File: src/rtl/mem_access_unit.sv
// Load/store access unit between the MEM stage and a single-beat data bus.
// Builds byte enables and lane-aligned store data, splits misaligned
// accesses into two bus beats (or rejects them when splitting is disabled),
// and right-justifies and extends load data. One request in flight at a time.
module mem_access_unit #(
    parameter int DATA_W   = 32,
    parameter int ADDR_W   = 32,
    parameter int SPLIT_EN = 1
) (
    input  logic                clk,
    input  logic                rst,
    input  logic                req_valid,
    output logic                req_ready,
    input  logic                req_we,
    input  logic [1:0]          req_size,
    input  logic                req_signed,
    input  logic [ADDR_W-1:0]   req_addr,
    input  logic [DATA_W-1:0]   req_wdata,
    output logic                bus_valid,
    input  logic                bus_ready,
    output logic                bus_we,
    output logic [ADDR_W-1:0]   bus_addr,
    output logic [DATA_W/8-1:0] bus_be,
    output logic [DATA_W-1:0]   bus_wdata,
    input  logic                bus_rvalid,
    input  logic [DATA_W-1:0]   bus_rdata,
    output logic                rsp_valid,
    output logic [DATA_W-1:0]   rsp_rdata,
    output logic                rsp_err
);
    localparam int NB   = DATA_W / 8;
    localparam int OFFW = $clog2(NB);

    typedef enum logic [2:0] {IDLE, REQ0, RD0, REQ1, RD1, RESP} state_t;

    state_t              state_q, state_d;
    logic                we_q, we_d;
    logic [1:0]          size_q, size_d;
    logic                sgn_q, sgn_d;
    logic [OFFW-1:0]     off_q, off_d;
    logic                mis_q, mis_d;
    logic [ADDR_W-1:0]   base_q, base_d;
    logic [2*NB-1:0]     mask_q, mask_d;
    logic [2*DATA_W-1:0] wsh_q, wsh_d;
    logic [DATA_W-1:0]   rdata0_q, rdata0_d;
    logic [DATA_W-1:0]   rsp_rdata_q, rsp_rdata_d;
    logic                rsp_err_q, rsp_err_d;

    logic [OFFW-1:0]     req_off;
    int                  req_bytes;
    logic                req_mis;
    logic                req_bad;
    logic [2*DATA_W-1:0] ld_pair;
    logic [DATA_W-1:0]   ld_low;
    logic [DATA_W-1:0]   ld_result;

    // Keep the low 8<<sz bits of v and fill the rest with zeros or the sign bit.
    function automatic logic [DATA_W-1:0] extend_load(input logic [DATA_W-1:0] v,
                                                      input logic [1:0]        sz,
                                                      input logic              sgn);
        logic signed [DATA_W-1:0] s;
        int nbits;
        nbits = 8 << sz;
        if (nbits > DATA_W) nbits = DATA_W;
        s = v;
        s = s <<< (DATA_W - nbits);
        if (sgn) s = s >>> (DATA_W - nbits);
        else     s = s >> (DATA_W - nbits);
        return s;
    endfunction

    // Decode the incoming request: lane offset, access length, misalignment, legality.
    always_comb begin
        req_off   = req_addr[OFFW-1:0];
        req_bytes = 1 << req_size;
        req_mis   = (int'(req_off) + req_bytes) > NB;
        req_bad   = (req_bytes > NB) || (req_mis && (SPLIT_EN == 0));
    end

    // Align returned read data: the second beat (if any) sits above the first.
    always_comb begin
        if (state_q == RD1) ld_pair = {bus_rdata, rdata0_q};
        else                ld_pair = {{DATA_W{1'b0}}, bus_rdata};
        ld_low    = DATA_W'(ld_pair >> {off_q, 3'b000});
        ld_result = extend_load(ld_low, size_q, sgn_q);
    end

    // Next-state logic: sequence the beats and build the response on entry to RESP.
    always_comb begin
        state_d     = state_q;
        we_d        = we_q;
        size_d      = size_q;
        sgn_d       = sgn_q;
        off_d       = off_q;
        mis_d       = mis_q;
        base_d      = base_q;
        mask_d      = mask_q;
        wsh_d       = wsh_q;
        rdata0_d    = rdata0_q;
        rsp_rdata_d = rsp_rdata_q;
        rsp_err_d   = rsp_err_q;
        case (state_q)
            IDLE: begin
                if (req_valid) begin
                    we_d   = req_we;
                    size_d = req_size;
                    sgn_d  = req_signed;
                    off_d  = req_off;
                    mis_d  = req_mis;
                    base_d = {req_addr[ADDR_W-1:OFFW], {OFFW{1'b0}}};
                    // Enables and data are formed across two bus words so the
                    // upper half directly becomes the second beat.
                    mask_d = (2*NB)'((1 << req_bytes) - 1) << req_off;
                    wsh_d  = {{DATA_W{1'b0}}, req_wdata} << {req_off, 3'b000};
                    if (req_bad) begin
                        state_d     = RESP;
                        rsp_err_d   = 1'b1;
                        rsp_rdata_d = '0;
                    end else begin
                        state_d = REQ0;
                    end
                end
            end
            REQ0: begin
                if (bus_ready) begin
                    if (!we_q) begin
                        state_d = RD0;
                    end else if (mis_q) begin
                        state_d = REQ1;
                    end else begin
                        state_d     = RESP;
                        rsp_err_d   = 1'b0;
                        rsp_rdata_d = '0;
                    end
                end
            end
            REQ1: begin
                if (bus_ready) begin
                    if (!we_q) begin
                        state_d = RD1;
                    end else begin
                        state_d     = RESP;
                        rsp_err_d   = 1'b0;
                        rsp_rdata_d = '0;
                    end
                end
            end
            RD0: begin
                if (bus_rvalid) begin
                    rdata0_d = bus_rdata;
                    if (mis_q) begin
                        state_d = REQ1;
                    end else begin
                        state_d     = RESP;
                        rsp_err_d   = 1'b0;
                        rsp_rdata_d = ld_result;
                    end
                end
            end
            RD1: begin
                if (bus_rvalid) begin
                    state_d     = RESP;
                    rsp_err_d   = 1'b0;
                    rsp_rdata_d = ld_result;
                end
            end
            RESP:    state_d = IDLE;
            default: state_d = IDLE;
        endcase
    end

    // State and request registers; reset abandons any access in flight.
    always_ff @(posedge clk or posedge rst) begin
        if (rst) begin
            state_q     <= IDLE;
            we_q        <= 1'b0;
            size_q      <= '0;
            sgn_q       <= 1'b0;
            off_q       <= '0;
            mis_q       <= 1'b0;
            base_q      <= '0;
            mask_q      <= '0;
            wsh_q       <= '0;
            rdata0_q    <= '0;
            rsp_rdata_q <= '0;
            rsp_err_q   <= 1'b0;
        end else begin
            state_q     <= state_d;
            we_q        <= we_d;
            size_q      <= size_d;
            sgn_q       <= sgn_d;
            off_q       <= off_d;
            mis_q       <= mis_d;
            base_q      <= base_d;
            mask_q      <= mask_d;
            wsh_q       <= wsh_d;
            rdata0_q    <= rdata0_d;
            rsp_rdata_q <= rsp_rdata_d;
            rsp_err_q   <= rsp_err_d;
        end
    end

    // Output decode: bus fields are driven only while a beat is being offered.
    always_comb begin
        req_ready = (state_q == IDLE) && !rst;
        bus_valid = 1'b0;
        bus_we    = 1'b0;
        bus_addr  = '0;
        bus_be    = '0;
        bus_wdata = '0;
        if (state_q == REQ0) begin
            bus_valid = 1'b1;
            bus_we    = we_q;
            bus_addr  = base_q;
            bus_be    = mask_q[NB-1:0];
            bus_wdata = wsh_q[DATA_W-1:0];
        end else if (state_q == REQ1) begin
            bus_valid = 1'b1;
            bus_we    = we_q;
            bus_addr  = base_q + ADDR_W'(NB);
            bus_be    = mask_q[2*NB-1:NB];
            bus_wdata = wsh_q[2*DATA_W-1:DATA_W];
        end
        rsp_valid = (state_q == RESP);
        rsp_rdata = rsp_rdata_q;
        rsp_err   = rsp_err_q;
    end

endmodule

File: config.mk
export PLATFORM = sky130hd
export DESIGN_NAME = mem_access_unit
export DESIGN_NICKNAME = d
export VERILOG_FILES = /design/src/rtl/mem_access_unit.sv
export SDC_FILE = /design/constraint.sdc
export NUM_CORES = 1
export LEC_CHECK = 0
export CORE_ASPECT_RATIO = 0.5
export CORE_MARGIN = 2
export CORE_UTILIZATION = 57
export CTS_BUF_LIST = sky130_fd_sc_hd__clkbuf_4 sky130_fd_sc_hd__clkbuf_8 sky130_fd_sc_hd__clkbuf_16
export DETAILED_ROUTE_END_ITERATION = 12
export PLACE_DENSITY = 0.88
export SYNTH_ARGS = -nofsm -noshare
export SYNTH_HDL_FRONTEND = slang
export SYNTH_SLANG_ARGS = --single-unit
export TNS_END_PERCENT = 100
File: constraint.sdc
create_clock -name clk -period 12.8 [get_ports clk]
set_input_delay 3.84 -clock clk [delete_from_list [all_inputs] [get_ports clk]]
set_output_delay 3.84 -clock clk [all_outputs]
set_load 0.02 [all_outputs]
## Word level (Yosys, flattened, before mapping)

Cells that the tools add are included.

| storage, ports and cells | value |
|---|---|
| flip-flop bits (word level) | 177 |
| input bits | 105 |
| output and inout bits | 105 |
| word-level logic and storage cells | 96 |

| cells by class | value |
|---|---|
| $add $sub $neg | 4 |
| order comparisons | 3 |
| eq/ne operators | 15 |
| shift operators | 9 |
| muxes and demuxes | 44 |
| reductions and logical operators | 9 |

Operator list:

| cell | number |
|---|---|
| 32-bit 2-to-1 mux | 16 |
| 32-bit one-hot mux with 5 select lines | 1 |
| 32-bit by 4-bit > comparator with 1-bit output (second input constant) | 2 |
| 64-bit 2-to-1 mux | 1 |
| 32-bit by 5-bit left shift with 64-bit output | 1 |
| 64-bit by 5-bit right shift with 32-bit output | 1 |
| 3-bit by 32-bit adder with 32-bit output | 1 |
| 32-bit by 3-bit adder with 32-bit output (second input constant) | 1 |
| 32-bit by 7-bit > comparator with 1-bit output (second input constant) | 1 |
| 1-bit by 2-bit left shift with 32-bit output (first input constant) | 1 |
| 1-bit by 32-bit left shift with 8-bit output (first input constant) | 1 |
| 4-bit by 2-bit left shift with 32-bit output (first input constant) | 1 |
| 32-bit by 32-bit right shift with 32-bit output | 1 |
| 32-bit by 32-bit <<< shifter with 32-bit output | 1 |
| 32-bit by 32-bit >>> shifter with 32-bit output | 1 |
| 7-bit by 32-bit subtractor with 32-bit output (first input constant) | 1 |
| 3-bit 2-to-1 mux | 8 |
| 2-bit != test (second input constant) | 10 |
| 3-bit one-hot mux with 5 select lines | 1 |
| 1-bit 2-to-1 mux | 14 |
| 11-bit AND reduction | 1 |
| 9-bit AND reduction | 1 |
| 4-bit 2-to-1 mux | 2 |
| 8-bit by 2-bit left shift with 8-bit output | 1 |
| other kinds (11) | 14 |

## Depth between registers and ports, before layout

| depth | value |
|---|---|
| word-level depth | 10 |
| mapped depth | 11 |

## Worst setup path before layout

OpenSTA, ideal clock, no wires.

| path | value |
|---|---|
| kind | input-to-output |
| from | input rst |
| to | output req_ready |
| arrival | 4325 ps |
| data required time | 8960 ps |
| setup slack | 4635 ps |
| cell stages on the path | 1 |
| cells stage by stage | nor3_1 |

| between the ends | value |
|---|---|
| cells in the longest elaborated chain, start to end | 2 |

RTL lines:

| element | RTL line | RTL |
|---|---|---|
| from (decl) | 11 | `input logic rst,` |
| 1-bit logical NOT | 205 | `req_ready = (state_q == IDLE) && !rst;` |
| 1-bit logical AND | 205 |  |
| to (decl) | 13 | `output logic req_ready,` |

Every way passes these cells.

## Worst setup path in the final report

Ends and elaborated chain as after synthesis.

==> impl_metrics.toml <==
[outcome]
outcome = "completed"

[global_routing]
busiest_layer = "met2"
grt_pass1_wl_mm = 48.2
grt_max_degree = 119
use_met2_pct = 53.5
use_met1_pct = 40.5
grt_pass1_vias = 9345
overflow = 0
grt_util_met3_pct = 4.65
globalRouteTotalUtil_pct = 31.1
antenna_found_initial = 0

[cells_and_area]
syn_to_final_growth_pct = 26.8
drive_gt1_share_pct = 15.5
seq_area_um2 = 4230
finalNetCount = 1338
multiInputGateArea_um2 = 5810
fillers = 1257
diodes = 0

[detailed_routing]
drt-total-wl_mm = 29.7
drt_drc_violations_left = 0
firstDrtPassIters = 5
wire_per_inst_um = 20.2
ant_nets = 0
vias = 9338
vias_per_cell = 6.34
first_iter_violations = 951

[timing]
period_needed_ns = 9.09
whs_ns = 0.478
fin_worst_skew_ns = 0.0105
finalSetupViolations = 0
slew-limit-headroom_pct = 16.0
slew_violations = 0
tightestPinTransition_ns = 1.25
timing.final.crit_share_pct = 71.0
max_freq_ghz = 0.110
rsz0062_at_grt = "no"
final.setup.tns_ns = 0
hold_viol_final = 0

[critical_path]
worstPathRequired_ns = 8.96
startpoint_type = "input pin"
worstSetupPathType = "input pin to output port"
path_max_fanout = 2
path_common_cell = "clkdlybuf4s50_1"
critical_path.endpoint = "req_ready"
cp-end-kind = "output port"
slowest_stage = "clkdlybuf4s50_1"
worstPathCellList = "clkdlybuf4s50_1, nor3_1, clkdlybuf4s50_1"
r2r-end = "rsp_rdata[31]"
rr_startpoint = "size_q[1]"
crit_arrival_ns = 5.25
crit_path_start = "rst"
reg2reg_depth = 8
cpPeakStageDelay_ns = 0.67
r2r_slack_ns = 8.50

[synthesis]
yosysUniqueCellTypes = 64
synth-edff-count = 0
ys_seq_area_share_pct = 40.7
yosysMostFrequentCell = "dfrtp_1"
synth.avg_cell_area_um2 = 9.77
synth_commonest_cells = "169 x dfrtp_1, 147 x nand2_1, 105 x mux2_2"
synthArstFlopShare_pct = 100
synth_top_area_share_pct = 40.7
synth_area_leader_cell = "dfrtp_1"
ys.flop_type = "dfrtp_1"
yosys_warnings = 0
synth_cells = 1064
synth-seq-cells = 169
ys_top_cells_by_area = "dfrtp_1 41%, mux2_2 11%, mux2i_1 7.3%"
netlist_area_um2 = 10400

[floorplanning]
rows = 34
fp.dieW_um = 195
initial_core_util_pct = 59.0
die_h_um = 99.5
io_pins = 210
die_area_um2 = 19400
core_area_um2 = 17600

[run]
maxCapViolCount = 0

[worst_hold_path]
hold_class = "flop to flop"
holdPathStages = 2

[power]
power.leakage_uw = 0.00543
vdd_drop_max_v = 0.000126
p_per_area_nw_per_um2 = 229

[clock_tree]
cts_sinks = 169
cts_buffers = 17
clk_pin_slew_worst_paths_ns = 0.06
cts_buffer_depth = 2
htree_levels = 4
cts.repair.resized = 0
cts_tree = "yes"
post-cts-setup-buffer-count = 0
cts_root_buffer = "clkbuf_16"
cts-hold-fix-buffers = 0
clk_latency_ns = 0.43

[placement]
port_buffers = 207
dp_hpwl_mm = 19.8
routabilityCongestion = 0.895
[per-layer routing]
layer / up-vias / wire (µm)
li1: 4161 / -
met1: 4652 / 12200
met2: 445 / 14700
met3: 80 / 1870
met4: 0 / 874
met5: - / 0
[cell usage in the layout, fill, tap and decap left out, types with 13 or more instances in the layout]
| cell | n |
|---|---|
| nor2_1 | 92 |
| mux4_2 | 25 |
| clkdlybuf4s50_1 | 206 |
| buf_4 | 16 |
| nand2_1 | 147 |
| o31ai_1 | 24 |
| a211oi_1 | 19 |
| clkbuf_16 | 17 |
| dfrtp_1 | 167 |
| a21oi_1 | 26 |
| inv_1 | 13 |
| xor2_1 | 23 |
| nand3_1 | 22 |
| mux2_2 | 105 |
| o21ai_0 | 75 |
| mux2i_1 | 76 |
| and2_1 | 16 |
[final cells by class]
cell class | instances | share of cell area [%]
repair buffers | 223 | 16.6
multi-input cells | 801 | 44.1
clock inverters | 8 | 0.911
clock buffers | 23 | 3.66
flip-flops and latches | 169 | 32.1
well taps | 234 | 2.22
inverters | 14 | 0.437
[state kept, by name, indices dropped and copies added (netlist names)]
signal,flops
rsp_rdata,32
state_q,3
wsh_q,56
mask_q,8
rdata0_q,32
rsp_err,1
mis_q,1
off_q,2
base_q,30
size_q,2
we_q,1
sgn_q,1
[worst max-delay path: cells and delay by family]
kind | cells | cell delay [ns]
simple gates | 1 | 0.25
buf+inv | 2 | 1.16
[metrics by stage]
step           power [µW]  setup slack [ns]  util (%)  instance area, µm²  cells
2_1_floorplan        1940              4.38         -               10400   1066
3_3_place_gp         2380              3.80      71.4               12600   1441
3_5_place_dp         2440              3.71      71.4               12600   1441
4_1_cts              3000              3.70      74.8               13200   1472
5_1_grt              3180              3.67      74.8               13200   1472
6_report             3020              3.71      74.8               13200   1472
[kinds of logic after synthesis]
group	count (synthesis)	synth area share (%)
compound gates	206	12.9
xor+xnor	28	2.36
flops	169	40.7
mux	207	24.3
fa+ha+maj	7	0.915
other cells	2	0.0723
simple gates	349	15.1
buf+inv	96	3.65
[how the worst min path moves through the flow]
stage | start | end | slack (ns)
CTS | wsh_q[11] | wsh_q[11] | 0.48
detailed placement | wsh_q[11] | wsh_q[11] | 0.47
global route | rsp_rdata[22] | rsp_rdata[22] | 0.50
finish | wsh_q[11] | wsh_q[11] | 0.48
global placement | wsh_q[40] | wsh_q[40] | 0.46
floorplan | mask_q[1] | mask_q[1] | 0.45
[power by group]
part | internal (µW) | switching [µW] | leakage, µW
clock network | 324 | 217 | 0.000297
registers | 764 | 204 | 0.00214
logic | 684 | 823 | 0.00299
Power figures use the tool's default switching activity.
